[src/rtl/id_ex_pipe_if.sv]
// -----------------------------------------------------------------------------
// id_ex_pipe_if
// Bundle of every handshake, control and payload signal of the ID->EX
// pipeline stage.
//   slave  : view taken by the pipeline stage itself.
//   master : view taken by the environment (decoder, control and EX side).
// Upstream   : in_valid, in_ready, inst_i, inst_addr_i, op1_i, op2_i,
//              rd_addr_i, reg_wen_i
// Control    : hold_i (hazard stall), flush_i (branch/jump flush)
// Downstream : out_valid, out_ready, inst_o, inst_addr_o, op1_o, op2_o,
//              rd_addr_o, reg_wen_o, skid_full_o
// -----------------------------------------------------------------------------
interface id_ex_pipe_if #(
   parameter int DW  = 32,
   parameter int AW  = 32,
   parameter int RAW = 5
) ();
   logic           in_valid;
   logic           in_ready;
   logic [DW-1:0]  inst_i;
   logic [AW-1:0]  inst_addr_i;
   logic [DW-1:0]  op1_i;
   logic [DW-1:0]  op2_i;
   logic [RAW-1:0] rd_addr_i;
   logic           reg_wen_i;
   logic           hold_i;
   logic           flush_i;
   logic           out_valid;
   logic           out_ready;
   logic [DW-1:0]  inst_o;
   logic [AW-1:0]  inst_addr_o;
   logic [DW-1:0]  op1_o;
   logic [DW-1:0]  op2_o;
   logic [RAW-1:0] rd_addr_o;
   logic           reg_wen_o;
   logic           skid_full_o;

   modport slave (
      input  in_valid, inst_i, inst_addr_i, op1_i, op2_i, rd_addr_i, reg_wen_i,
      input  hold_i, flush_i, out_ready,
      output in_ready, out_valid, inst_o, inst_addr_o, op1_o, op2_o,
      output rd_addr_o, reg_wen_o, skid_full_o
   );

   modport master (
      output in_valid, inst_i, inst_addr_i, op1_i, op2_i, rd_addr_i, reg_wen_i,
      output hold_i, flush_i, out_ready,
      input  in_ready, out_valid, inst_o, inst_addr_o, op1_o, op2_o,
      input  rd_addr_o, reg_wen_o, skid_full_o
   );
endinterface

[src/rtl/id_ex_pipe.sv]
// -----------------------------------------------------------------------------
// id_ex_pipe
// ID->EX pipeline stage with valid/ready handshake, hazard hold and
// branch/jump flush. With SKID=1 a second (skid) entry makes in_ready a
// pure register output; with SKID=0 a single register is used and in_ready
// is combinational.
// Ports:
//   clk  : clock, rising edge
//   rst  : asynchronous, active-low reset
//   bus  : id_ex_pipe_if.slave (handshakes, hold/flush, payload in/out)
// While no valid entry is held the outputs show a NOP (NOP_INST, zeros).
// -----------------------------------------------------------------------------
module id_ex_pipe #(
   parameter int            DW       = 32,
   parameter int            AW       = 32,
   parameter int            RAW      = 5,
   parameter logic [DW-1:0] NOP_INST = DW'(32'h00000013),
   parameter bit            SKID     = 1'b1
) (
   input  logic            clk,
   input  logic            rst,
   id_ex_pipe_if.slave     bus
);
   // Payload packing order: inst, inst_addr, op1, op2, rd_addr, reg_wen
   localparam int PW = 3*DW + AW + RAW + 1;

   logic [PW-1:0] in_pl;
   logic [PW-1:0] nop_pl;
   logic [PW-1:0] out_pl;
   logic          main_valid_q;
   logic [PW-1:0] main_pl_q;
   logic          accept;
   logic          drain;

   assign in_pl  = {bus.inst_i, bus.inst_addr_i, bus.op1_i, bus.op2_i,
                    bus.rd_addr_i, bus.reg_wen_i};
   assign nop_pl = {NOP_INST, {(PW-DW){1'b0}}};

   assign accept = bus.in_valid & bus.in_ready;
   // hold_i masks out_ready: a held entry is never consumed
   assign drain  = main_valid_q & bus.out_ready & ~bus.hold_i;

   generate
      if (SKID) begin : g_skid
         logic          skid_valid_q;
         logic [PW-1:0] skid_pl_q;

         // in_ready is the inverse of a flop: no path from out_ready
         assign bus.in_ready    = ~skid_valid_q;
         assign bus.skid_full_o = skid_valid_q;

         always_ff @(posedge clk or negedge rst) begin
            if (!rst) begin
               main_valid_q <= 1'b0;
               main_pl_q    <= '0;
               skid_valid_q <= 1'b0;
               skid_pl_q    <= '0;
            end else if (bus.flush_i) begin
               // Any entry offered this cycle is handshaken but dropped
               main_valid_q <= 1'b0;
               skid_valid_q <= 1'b0;
            end else if (!main_valid_q || drain) begin
               // Main slot free this edge: refill from skid first (FIFO
               // order), otherwise from the input. A full skid implies
               // in_ready=0, so no accept can race with the skid move.
               if (skid_valid_q) begin
                  main_valid_q <= 1'b1;
                  main_pl_q    <= skid_pl_q;
                  skid_valid_q <= 1'b0;
               end else if (accept) begin
                  main_valid_q <= 1'b1;
                  main_pl_q    <= in_pl;
               end else begin
                  main_valid_q <= 1'b0;
               end
            end else if (accept) begin
               // Main is stalled: park the new entry in the skid slot
               skid_valid_q <= 1'b1;
               skid_pl_q    <= in_pl;
            end
         end
      end else begin : g_noskid
         assign bus.in_ready    = ~main_valid_q | drain;
         assign bus.skid_full_o = 1'b0;

         always_ff @(posedge clk or negedge rst) begin
            if (!rst) begin
               main_valid_q <= 1'b0;
               main_pl_q    <= '0;
            end else if (bus.flush_i) begin
               main_valid_q <= 1'b0;
            end else if (accept) begin
               main_valid_q <= 1'b1;
               main_pl_q    <= in_pl;
            end else if (drain) begin
               main_valid_q <= 1'b0;
            end
         end
      end
   endgenerate

   // Invalid entries are masked to NOP so EX never sees stale data; since
   // main_valid_q clears asynchronously, reset forces NOP without a clock.
   assign out_pl        = main_valid_q ? main_pl_q : nop_pl;
   assign bus.out_valid = main_valid_q;
   assign {bus.inst_o, bus.inst_addr_o, bus.op1_o, bus.op2_o,
           bus.rd_addr_o, bus.reg_wen_o} = out_pl;
endmodule

[src/flat_wrapper.sv]
// flat-port wrapper written by rule: the top's interface ports become plain ports
module id_ex_pipe_flat 
#(
   parameter int            DW       = 32,
   parameter int            AW       = 32,
   parameter int            RAW      = 5,
   parameter logic [DW-1:0] NOP_INST = DW'(32'h00000013),
   parameter bit            SKID     = 1'b1
)
  (clk, rst, bus_in_valid, bus_inst_i, bus_inst_addr_i, bus_op1_i, bus_op2_i, bus_rd_addr_i, bus_reg_wen_i, bus_hold_i, bus_flush_i, bus_out_ready, bus_in_ready, bus_out_valid, bus_inst_o, bus_inst_addr_o, bus_op1_o, bus_op2_o, bus_rd_addr_o, bus_reg_wen_o, bus_skid_full_o);
  id_ex_pipe_if #(.DW(DW), .AW(AW), .RAW(RAW)) bus_i ();
  input  logic clk;
  input  logic rst;
  input wire logic [$bits(bus_i.in_valid)-1:0] bus_in_valid;
  input wire logic [$bits(bus_i.inst_i)-1:0] bus_inst_i;
  input wire logic [$bits(bus_i.inst_addr_i)-1:0] bus_inst_addr_i;
  input wire logic [$bits(bus_i.op1_i)-1:0] bus_op1_i;
  input wire logic [$bits(bus_i.op2_i)-1:0] bus_op2_i;
  input wire logic [$bits(bus_i.rd_addr_i)-1:0] bus_rd_addr_i;
  input wire logic [$bits(bus_i.reg_wen_i)-1:0] bus_reg_wen_i;
  input wire logic [$bits(bus_i.hold_i)-1:0] bus_hold_i;
  input wire logic [$bits(bus_i.flush_i)-1:0] bus_flush_i;
  input wire logic [$bits(bus_i.out_ready)-1:0] bus_out_ready;
  output wire logic [$bits(bus_i.in_ready)-1:0] bus_in_ready;
  output wire logic [$bits(bus_i.out_valid)-1:0] bus_out_valid;
  output wire logic [$bits(bus_i.inst_o)-1:0] bus_inst_o;
  output wire logic [$bits(bus_i.inst_addr_o)-1:0] bus_inst_addr_o;
  output wire logic [$bits(bus_i.op1_o)-1:0] bus_op1_o;
  output wire logic [$bits(bus_i.op2_o)-1:0] bus_op2_o;
  output wire logic [$bits(bus_i.rd_addr_o)-1:0] bus_rd_addr_o;
  output wire logic [$bits(bus_i.reg_wen_o)-1:0] bus_reg_wen_o;
  output wire logic [$bits(bus_i.skid_full_o)-1:0] bus_skid_full_o;
  assign bus_i.in_valid = bus_in_valid;
  assign bus_i.inst_i = bus_inst_i;
  assign bus_i.inst_addr_i = bus_inst_addr_i;
  assign bus_i.op1_i = bus_op1_i;
  assign bus_i.op2_i = bus_op2_i;
  assign bus_i.rd_addr_i = bus_rd_addr_i;
  assign bus_i.reg_wen_i = bus_reg_wen_i;
  assign bus_i.hold_i = bus_hold_i;
  assign bus_i.flush_i = bus_flush_i;
  assign bus_i.out_ready = bus_out_ready;
  assign bus_in_ready = bus_i.in_ready;
  assign bus_out_valid = bus_i.out_valid;
  assign bus_inst_o = bus_i.inst_o;
  assign bus_inst_addr_o = bus_i.inst_addr_o;
  assign bus_op1_o = bus_i.op1_o;
  assign bus_op2_o = bus_i.op2_o;
  assign bus_rd_addr_o = bus_i.rd_addr_o;
  assign bus_reg_wen_o = bus_i.reg_wen_o;
  assign bus_skid_full_o = bus_i.skid_full_o;
  id_ex_pipe #(.DW(DW), .AW(AW), .RAW(RAW), .NOP_INST(NOP_INST), .SKID(SKID)) u_core (.clk(clk), .rst(rst), .bus(bus_i));
endmodule
[config.mk]
export PLATFORM = sky130hd
export DESIGN_NAME = id_ex_pipe_flat
export DESIGN_NICKNAME = d
export VERILOG_FILES = /design/src/rtl/id_ex_pipe_if.sv /design/src/rtl/id_ex_pipe.sv /design/src/flat_wrapper.sv
export SDC_FILE = /design/constraint.sdc
export NUM_CORES = 1
export LEC_CHECK = 0
export BUFFER_PORTS_ARGS = -buffer_cell sky130_fd_sc_hd__buf_2
export CAP_MARGIN = 20
export CORE_UTILIZATION = 59
export CTS_CLUSTER_DIAMETER = 80
export DETAILED_ROUTE_END_ITERATION = 6
export PLACE_DENSITY = 0.86
export RECOVER_POWER = 50
export SETUP_SLACK_MARGIN = 0.15
export SLEW_MARGIN = 20
export SYNTH_ARGS = -nofsm -noshare
export SYNTH_HDL_FRONTEND = slang
export SYNTH_SLANG_ARGS = --single-unit
[constraint.sdc]
create_clock -name clk -period 4.4 [get_ports clk]
set_input_delay 0.44 -clock clk [delete_from_list [all_inputs] [get_ports clk]]
set_output_delay 0.44 -clock clk [all_outputs]
set_load 0.1 [all_outputs]
; ---- After elaboration in Yosys (flattened, before gate mapping)
; Cells that the tools add are included.
[op_classes]
muxes = 10
bitwise = 7
n_reduce_logical = 7
[op_table]
columns = op, n
row1 = $mux 134, 3
row2 = $mux 1, 7
row3 = $reduce_and 3->1, 2
row4 = $not 1->1, 4
row5 = $reduce_bool 2->1, 2
row6 = $and 1x1->1, 3
row7 = $reduce_bool 3->1, 1
row8 = $logic_not 1->1, 1
row9 = $logic_or 1x1->1, 1
[word_totals]
ff_bits = 270
input_bits = 140

; ---- Longest topological paths before layout
; Gate-level depths: netlist (run 1).
[depth]
word_depth = 6
mapped_depth = 6
mapped_depth_nobuf = 3

; ---- Worst setup path before layout (run 1)
; OpenSTA, ideal clock, no wires.
[synth_path]
kind = register to output
from = register u_core.main_valid_q, in the netlist u_core.bus.out_valid
to = output port bus_inst_addr_o[10]
t_arrival_ns = 2.537
required_ns = 3.960
setup_slack_ns = 1.423
path_stages_with_launch = 5
n_path_buf = 3
path_cell_list = dfrtp_1 -> buf_2 -> clkbuf_1 -> clkbuf_1 -> and2_1
[synth_via]
elab_chain_cells = 1
[synth_rtl]
columns = item, line_no
row1 = start: declaration, id_ex_pipe.sv:30  ; logic main_valid_q;
row2 = start signal: assignment, id_ex_pipe.sv:54  ; main_valid_q <= 1'b0;
row3 = start signal: assignment, id_ex_pipe.sv:60  ; main_valid_q <= 1'b0;
row4 = start signal: assignment, id_ex_pipe.sv:67  ; main_valid_q <= 1'b1;
row5 = $mux 134, id_ex_pipe.sv:104  ; assign out_pl = main_valid_q ? main_pl_q : nop_pl;
row6 = end: declaration, flat_wrapper.sv:27  ; output wire logic [$bits(bus_i.inst_addr_o)-1:0] bus_inst_addr_o;
; No other way between the ends.

; ---- Worst setup path in the final report (run 1)
[layout_path]
from = register u_core.g_skid.skid_valid_q, in the netlist u_core.bus.skid_full_o
to = register u_core.main_pl_q[117]
[layout_via]
elab_chain_cells = 4
word_cells_on_any_way = 5
[layout_rtl]
columns = item, line_no
row1 = start: declaration, id_ex_pipe.sv:45  ; logic skid_valid_q;
row2 = start signal: assignment, id_ex_pipe.sv:56  ; skid_valid_q <= 1'b0;
row3 = start signal: assignment, id_ex_pipe.sv:61  ; skid_valid_q <= 1'b0;
row4 = start signal: assignment, id_ex_pipe.sv:69  ; skid_valid_q <= 1'b0;
row5 = $not 1->1, id_ex_pipe.sv:49  ; assign bus.in_ready = ~skid_valid_q;
row6 = $and 1x1->1, id_ex_pipe.sv:39  ; assign accept = bus.in_valid & bus.in_ready;
row7 = $reduce_bool 2->1 (no line), n/a
row8 = $reduce_and 3->1 (no line), n/a
row9 = end signal: assignment, id_ex_pipe.sv:68  ; main_pl_q <= skid_pl_q;
row10 = end signal: assignment, id_ex_pipe.sv:72  ; main_pl_q <= in_pl;
row11 = end: declaration, id_ex_pipe.sv:31  ; logic [PW-1:0] main_pl_q;
; Parallel ways exist; a longest one is shown, timed or not.
; A chain may end at the register's enable or synchronous reset.

==> results of run 1 <==
-- worst register-to-register path, delay by kind of cell (launching register included) --
family                 cells  cell delay, ps
multiplexers               1             530
AO/OA/AOI/OAI              1             280
flip-flops                 1             740
buffers and inverters      1            1940
AND/OR/NAND/NOR            1             160
-- kinds of logic (layout without fill, tap and decap cells) --
logic type / after synthesis / after routing / share of synthesized area [%]
AO/OA/AOI/OAI: 2 / 2 / 0.200
flip-flops: 270 / 270 / 53.9
buffers and inverters: 59 / 338 / 2.75
other: 0 / 5 / 0
multiplexers: 402 / 402 / 36.1
AND/OR/NAND/NOR: 140 / 140 / 6.97
-- where the power goes --
group	internal [mW]	switching, mW	total [mW]
Combinational	0.748	1.41	2.16
Sequential	3.09	0.302	3.39
Clock	1.37	0.943	2.31
-- layout make-up --
| cell class | count | share of cell area (%) |
|---|---|---|
| well taps | 270 | 2.26 |
| repair buffers | 286 | 9.87 |
| diodes | 5 | 0.0839 |
| multi-input cells | 544 | 36.3 |
| flip-flops and latches | 270 | 45.3 |
| clock buffers | 37 | 5.27 |
| inverters | 1 | 0.0252 |
| clock inverters | 14 | 0.805 |
-- stage by stage --
| stage | power (mW) | utilization (%) |
|---|---|---|
| floorplan | 5.12 | - |
| global placement | 5.50 | 68.5 |
| detailed placement | 5.60 | 68.5 |
| CTS | 7.92 | 72.9 |
| global route | 8.19 | 72.8 |
| finish | 7.86 | 72.8 |
-- worst paths after layout --
check	from	endpoint	slack, ps	cells past startpoint
worst min register to register	u_core.main_pl_q[83]	u_core.main_pl_q[83]	480	1
max in group asynchronous	rst	u_core.g_skid.skid_pl_q[89]	1170	2
worst max register to register	u_core.bus.skid_full_o	u_core.main_pl_q[117]	630	4
worst max-delay path	u_core.bus.skid_full_o	u_core.main_pl_q[117]	630	4
worst min-delay path	bus_flush_i	u_core.bus.out_valid	120	2
min in group asynchronous	rst	u_core.main_pl_q[26]	780	1
-- per-layer routing --
layer / up-vias / GRT usage [%] / part of all wire, %
met5: - / 0 / 0.039
met4: 2 / 7.84 / 3.0
met3: 51 / 5.71 / 5.9
met2: 192 / 41.8 / 50
met1: 3838 / 29.0 / 41
li1: 3564 / - / -
-- cells in the mapped netlist --
library cell and count:
mux2_2 380, dfrtp_1 270, and2_1 131, buf_2 23, clkbuf_1 22, mux2_1 22
buf_6 12, nand2b_1 4, nor2_1 2, a211oi_4 1, a21oi_1 1, buf_4 1
inv_1 1, nand2_1 1, nand4_2 1, nor3_1 1
-- registers in the layout, summed over array words and instances, names as in the netlist --
name,cells
u_core.main_pl_q,134
u_core.bus.skid_full_o,1
u_core.bus.out_valid,1
u_core.g_skid.skid_pl_q,134
==> results.env, run 1 <==
POSTCTSSETUPREPAIRBUFS=0
FINAL_LAYOUT_SIZE_SUFFIX_GT1_SHARE_PCT=61.9
WORST_SLEW_MARGIN_REL_PCT=-91.1
FLOORPLAN.CORE_AREA_MM2=0.0205
SYNTH.NET_COUNT=1013
DRT_WL_TOTAL_UM=25600
DIE_HEIGHT_UM=148
CTS_INSERTED_BUFFERS=28
TIMING_WORST_SETUP_PATH_TYPE='reg -> reg'
FILLER_CELLS_INSERTED=1368
GR-USAGE-ALL-LAYERS_PCT=23.9
PRE_CTS_WS_PS=1380
FINAL.PERIOD_UTILIZATION_PCT=85.7
GRT_PASS1_VIAS=8335
FINAL_CELL_MIX='380 x mux2_2, 276 x buf_2, 268 x dfrtp_1, 131 x and2_1, 29 x clkbuf_16'
DETAILEDPLACEMENTHPWL_UM=16400
SYN_AREA_PER_CELL_UM2=14.3
WORST_CLOCK_SKEW_PS=7.82
POSTROUTEANTENNANETS=0
TIMING.CRITICAL_PATH.CELLS='nor2_1, a211oi_1, buf_2, mux2_2'
WORST-ENDPOINT-REQUIRED_PS=4800
YOSYS.AREA.TOP_TYPE='dfrtp_1'
START_UTIL_PCT=61.1
YOSYSSEQAREASHARE_PCT=53.9
SYNTH_TOP_AREA_SHARE_PCT=53.9
PATH_CLK_SLEW_PS=60
GRT_SETUP_UNREPAIRED='no'
AVGVIACOUNTPERCELL=5.36
TIMING.CRITICAL_PATH.MAX_DELAY_FAMILY='buffers and inverters'
FMAX_GHz=0.265
DIE_WIDTH_UM=148
TIMING.HOLD.WORST.CLASS='in -> reg'
FIRST_PASS_GRT_WIRE_LENGTH_UM=41600
FP.DIEAREA_MM2=0.0218
IO-PIN-COUNT=277
PLACE_INST=1371
WORST_SETUP_PATH_START_KIND='flip-flop'
FIN_SETUP_TNS_PS=0
SLEW_OF_THE_PIN_WITH_THE_LOWEST_SLEW_MARGIN_PS=2870
POSTLAYOUTCELLAREA_MM2=0.0149
GLOBALPLACE.CONGESTION=0.761
YS_TOP_CELLS_BY_AREA='dfrtp_1 54%, mux2_2 34%, and2_1 6.5%'
FINAL-MAX-SLEW-VIOLATION-COUNT=251
SYNTHDISTINCTLIBCELLS=16
DRT_FIRST_PASS_ITERS=4
MULTI_INPUT_LOGIC_AREA_MM2=0.00542
CTS_ROOT_BUF='clkbuf_16'
CTS_RESIZED=0
FINISH.CELL_COUNT_WITHOUT_FILLERS=1427
POSTSYNTHCELLCOUNT=873
MOSTFREQUENTLAYOUTCELL='mux2_2'
OUTCOME='finished, violations left'
YOSYS_REG_BITS=270
SYNTHESIS.AREA_MM2=0.0125
INITIAL_ANTENNA_VIOLATION_COUNT=7
PLACE_AREA_MM2=0.0140
CP_DATA_ARRIVAL_TIME_PS=4170
H-TREE-DEPTH=1
TIMING.CRITICAL_PATH.FANOUT_MAX=107
YS_WARN_COUNT=0
FIRST_ITER_VIOLATIONS=240
GR-TOTAL-OVERFLOW=0
SLOWEST_STAGE='buf_2'
CTS_SINKS=270
VIOLATIONS='capacitance limit, slew limit'
HOLD_WS_PS=115
FINAL-SEQ-AREA_MM2=0.00676
MIN_PERIOD_PS=3770
VDD.IR_DROP.WORST_uV=358
SYNTHTOLAYOUTAREAGROWTH_PCT=19.1
CTS_HOLD_REPAIR.BUFFERS=0
CLK_PATH_BUF_DEPTH=3
DRV.MAX_CAP_VIOLATION_COUNT=3
LEAKAGE_nW=6.95
FINAL_NETS=1271
CRITICAL_PATH_BUF_INV_COUNT=1
FINAL_SETUP_MARGIN_PS=631
FINAL_HOLD_VIOL_COUNT=0
IO_BUFFERS=276
CTS_TREE='done'
WL_PER_CELL_UM=17.9
ROUTE.VIAS.TOTAL=7647
SETUP_VIOL=0
POWER_DENSITY_OVER_THE_CELLS_mW_PER_MM2=527
CP_SLOWEST_STAGE_DELAY_PS=1940
WORSTSETUPENDPOINTTYPE='flip-flop'
REMAINING_DRC_ERRORS=0
GRT_MAX_DEGREE=138
ROW_COUNT=52
CLOCK_LATENCY_PS=530
Note: power is estimated with default switching activity, not from simulation.
==> run 2, diff against run 1 <==
--- a/config.mk
+++ b/config.mk
@@ -5,13 +5,13 @@
 export SDC_FILE = /design/constraint.sdc
 export NUM_CORES = 1
 export LEC_CHECK = 0
+export ABC_AREA = 1
 export BUFFER_PORTS_ARGS = -buffer_cell sky130_fd_sc_hd__buf_2
 export CAP_MARGIN = 20
-export CORE_UTILIZATION = 59
+export CORE_UTILIZATION = 60
 export CTS_CLUSTER_DIAMETER = 80
 export DETAILED_ROUTE_END_ITERATION = 6
 export PLACE_DENSITY = 0.86
-export RECOVER_POWER = 50
 export SETUP_SLACK_MARGIN = 0.15
 export SLEW_MARGIN = 20
 export SYNTH_ARGS = -nofsm -noshare
==> results.env, run 2 <==
LEAKAGE_nW=10.0
SETUP_VIOL=0
TIMING_WORST_SETUP_PATH_TYPE='reg -> out'
YS_TOP_CELLS_BY_AREA='dfrtp_1 50%, nand2_1 34%, nand4_1 6.3%'
TIMING.CRITICAL_PATH.FANOUT_MAX=77
WORST_SETUP_PATH_START_KIND='flip-flop'
GRT_PASS1_VIAS=12030
YOSYSSEQAREASHARE_PCT=50.4
DIE_HEIGHT_UM=151
OUTCOME='finished, violations left'
CTS_RESIZED=0
FIN_SETUP_TNS_PS=0
CLK_PATH_BUF_DEPTH=3
AVGVIACOUNTPERCELL=5.39
FIRST_PASS_GRT_WIRE_LENGTH_UM=58300
GR-TOTAL-OVERFLOW=0
LARGEST_REGISTERS='u_core.g_skid.skid_pl_q: 134 flops, u_core.main_pl_q: 134 flops'
DESIGN_POWER_TOTAL_mW=8.30
MIN_PERIOD_PS=3340
SYNTHTOPCELLSBYCOUNT='1209 x nand2_1, 270 x dfrtp_1, 134 x nand4_1'
FINAL_NETS=2223
YOSYS_REG_BITS=270
ROW_COUNT=54
SYNTHDISTINCTLIBCELLS=15
YS_ASYNC_SR_FRACTION_PCT=100
CLOCK_LATENCY_PS=540
VDD.IR_DROP.WORST_uV=423
WORSTSETUPENDPOINTTYPE='primary output'
SYNTH-EDFF-COUNT=0
HOLD_WS_PS=-1.13
H-TREE-DEPTH=1
WL_PER_CELL_UM=15.1
IO_BUFFERS=276
DRT_WL_TOTAL_UM=36000
YOSYS.AREA.TOP_TYPE='dfrtp_1'
FINAL.PERIOD_UTILIZATION_PCT=76.0
GRT_SETUP_UNREPAIRED='no'
DRV.MAX_CAP_VIOLATION_COUNT=0
WORST_CLOCK_SKEW_PS=3.99
POSTSYNTHCELLCOUNT=1889
FIRST_ITER_VIOLATIONS=1096
INITIAL_ANTENNA_VIOLATION_COUNT=9
WORST-ENDPOINT-REQUIRED_PS=3960
SLEW_OF_THE_PIN_WITH_THE_LOWEST_SLEW_MARGIN_PS=1080
CTS_TREE='done'
PATH_CLK_SLEW_PS=60
PRE_CTS_WS_PS=1480
SYNTH_TOP_AREA_SHARE_PCT=50.4
GRT_MAX_DEGREE=124
CTS_HOLD_REPAIR.BUFFERS=0
POSTROUTEANTENNANETS=0
FINAL_LAYOUT_SIZE_SUFFIX_GT1_SHARE_PCT=16.7
POWER_DENSITY_OVER_THE_CELLS_mW_PER_MM2=529
FINAL_SETUP_MARGIN_PS=1060
SYN_AREA_PER_CELL_UM2=7.10
START_UTIL_PCT=61.3
FLOORPLAN.CORE_AREA_MM2=0.0219
GR-USAGE-ALL-LAYERS_PCT=31.9
YS_WARN_COUNT=0
FINAL_CELL_MIX='1209 x nand2_1, 275 x buf_2, 268 x dfrtp_1, 134 x nand4_1, 133 x inv_1'
CP_DATA_ARRIVAL_TIME_PS=2900
SYNTHESIS.AREA_MM2=0.0134
FMAX_GHz=0.299
REMAINING_DRC_ERRORS=0
SYNTH.NET_COUNT=2029
DIE_WIDTH_UM=151
SYNTHTOLAYOUTAREAGROWTH_PCT=17.0
ROUTE.VIAS.TOTAL=12904
POSTCTSSETUPREPAIRBUFS=0
WORST_SLEW_MARGIN_REL_PCT=27.7
YOSYS_MOST_USED_DFF='dfrtp_1'
IO-PIN-COUNT=277
VIOLATIONS='hold timing'
DETAILEDPLACEMENTHPWL_UM=21100
TIMING.HOLD.WORST.CLASS='in -> async'
FP.DIEAREA_MM2=0.0230
POST-SYNTH-TOP-COUNT-CELL='nand2_1'
CTS_INSERTED_BUFFERS=28
CTS_ROOT_BUF='clkbuf_16'
GLOBALPLACE.CONGESTION=0.853
FINAL_HOLD_VIOL_COUNT=1
MOSTFREQUENTLAYOUTCELL='nand2_1'
FINAL-MAX-SLEW-VIOLATION-COUNT=0
CTS_SINKS=270
DRT_FIRST_PASS_ITERS=5
run 2: area by class of cell:
type / instances / area, um2
Sequential cell: 270 / 6760
Fill cell: 1803 / 6200
Multi-Input combinational cell: 1352 / 5480
Timing Repair Buffer: 295 / 1570
Clock buffer: 47 / 893
Inverter: 136 / 515
Tap cell: 280 / 350
Clock inverter: 4 / 95.1
Antenna cell: 9 / 22.5
run 2: per-stage QoR:
step | cell area (um2) | util, % | std cells
6_report | 15700 | 71.7 | 2393
2_1_floorplan | 13400 | - | 1889
3_3_place_gp | 14700 | 67.0 | 2332
5_1_grt | 15700 | 71.6 | 2385
3_5_place_dp | 14700 | 67.0 | 2332
4_1_cts | 15600 | 71.5 | 2383
run 2: where the power goes:
part	leakage (nW)	internal, mW	total, mW	switching (mW)
sequential	3.38	3.07	3.44	0.370
combinational	6.14	0.498	2.34	1.84
clock	0.485	1.55	2.52	0.978
total	10.0	5.11	8.30	3.19
run 2: worst max-delay path, cell delays in order (launching register included):
cell and delay [ps]:
dfrtp_4 820, buf_4 800, nand2_1 190, inv_1 100, buf_2 420
run 2: metal layers:
| metal | share of wire [%] | vias to the layer above | track usage (%) | routed length (um) |
|---|---|---|---|---|
| met3 | 9.4 | 90 | 5.87 | 3380 |
| met2 | 46 | 646 | 49.8 | 16600 |
| li1 | - | 6120 | - | - |
| met4 | 3.1 | 6 | 12.8 | 1130 |
| met1 | 41 | 6042 | 44.1 | 14900 |
| met5 | 0.097 | - | 0 | 35 |
run 2: final timing paths:
check | start | endpoint | slack, ps | cells past startpoint
setup / recovery | u_core.bus.out_valid | bus_op2_o[9] | 1060 | 4
max in group asynchronous | rst | u_core.main_pl_q[51] | 3410 | 2
hold reg to reg | u_core.g_skid.skid_pl_q[46] | u_core.g_skid.skid_pl_q[46] | 470 | 2
hold / removal | rst | u_core.main_pl_q[95] | -1 | 1
min in group clk | bus_inst_i[30] | u_core.g_skid.skid_pl_q[132] | 160 | 3
setup reg to reg | u_core.bus.skid_full_o | u_core.g_skid.skid_pl_q[94] | 1470 | 5
run 2: cells by family after synthesis:
group           after synthesis  share of synthesized area, %
buf+inv                     267                          8.90
flops                       270                          50.4
compound gates                2                        0.0747
simple gates               1350                          40.6
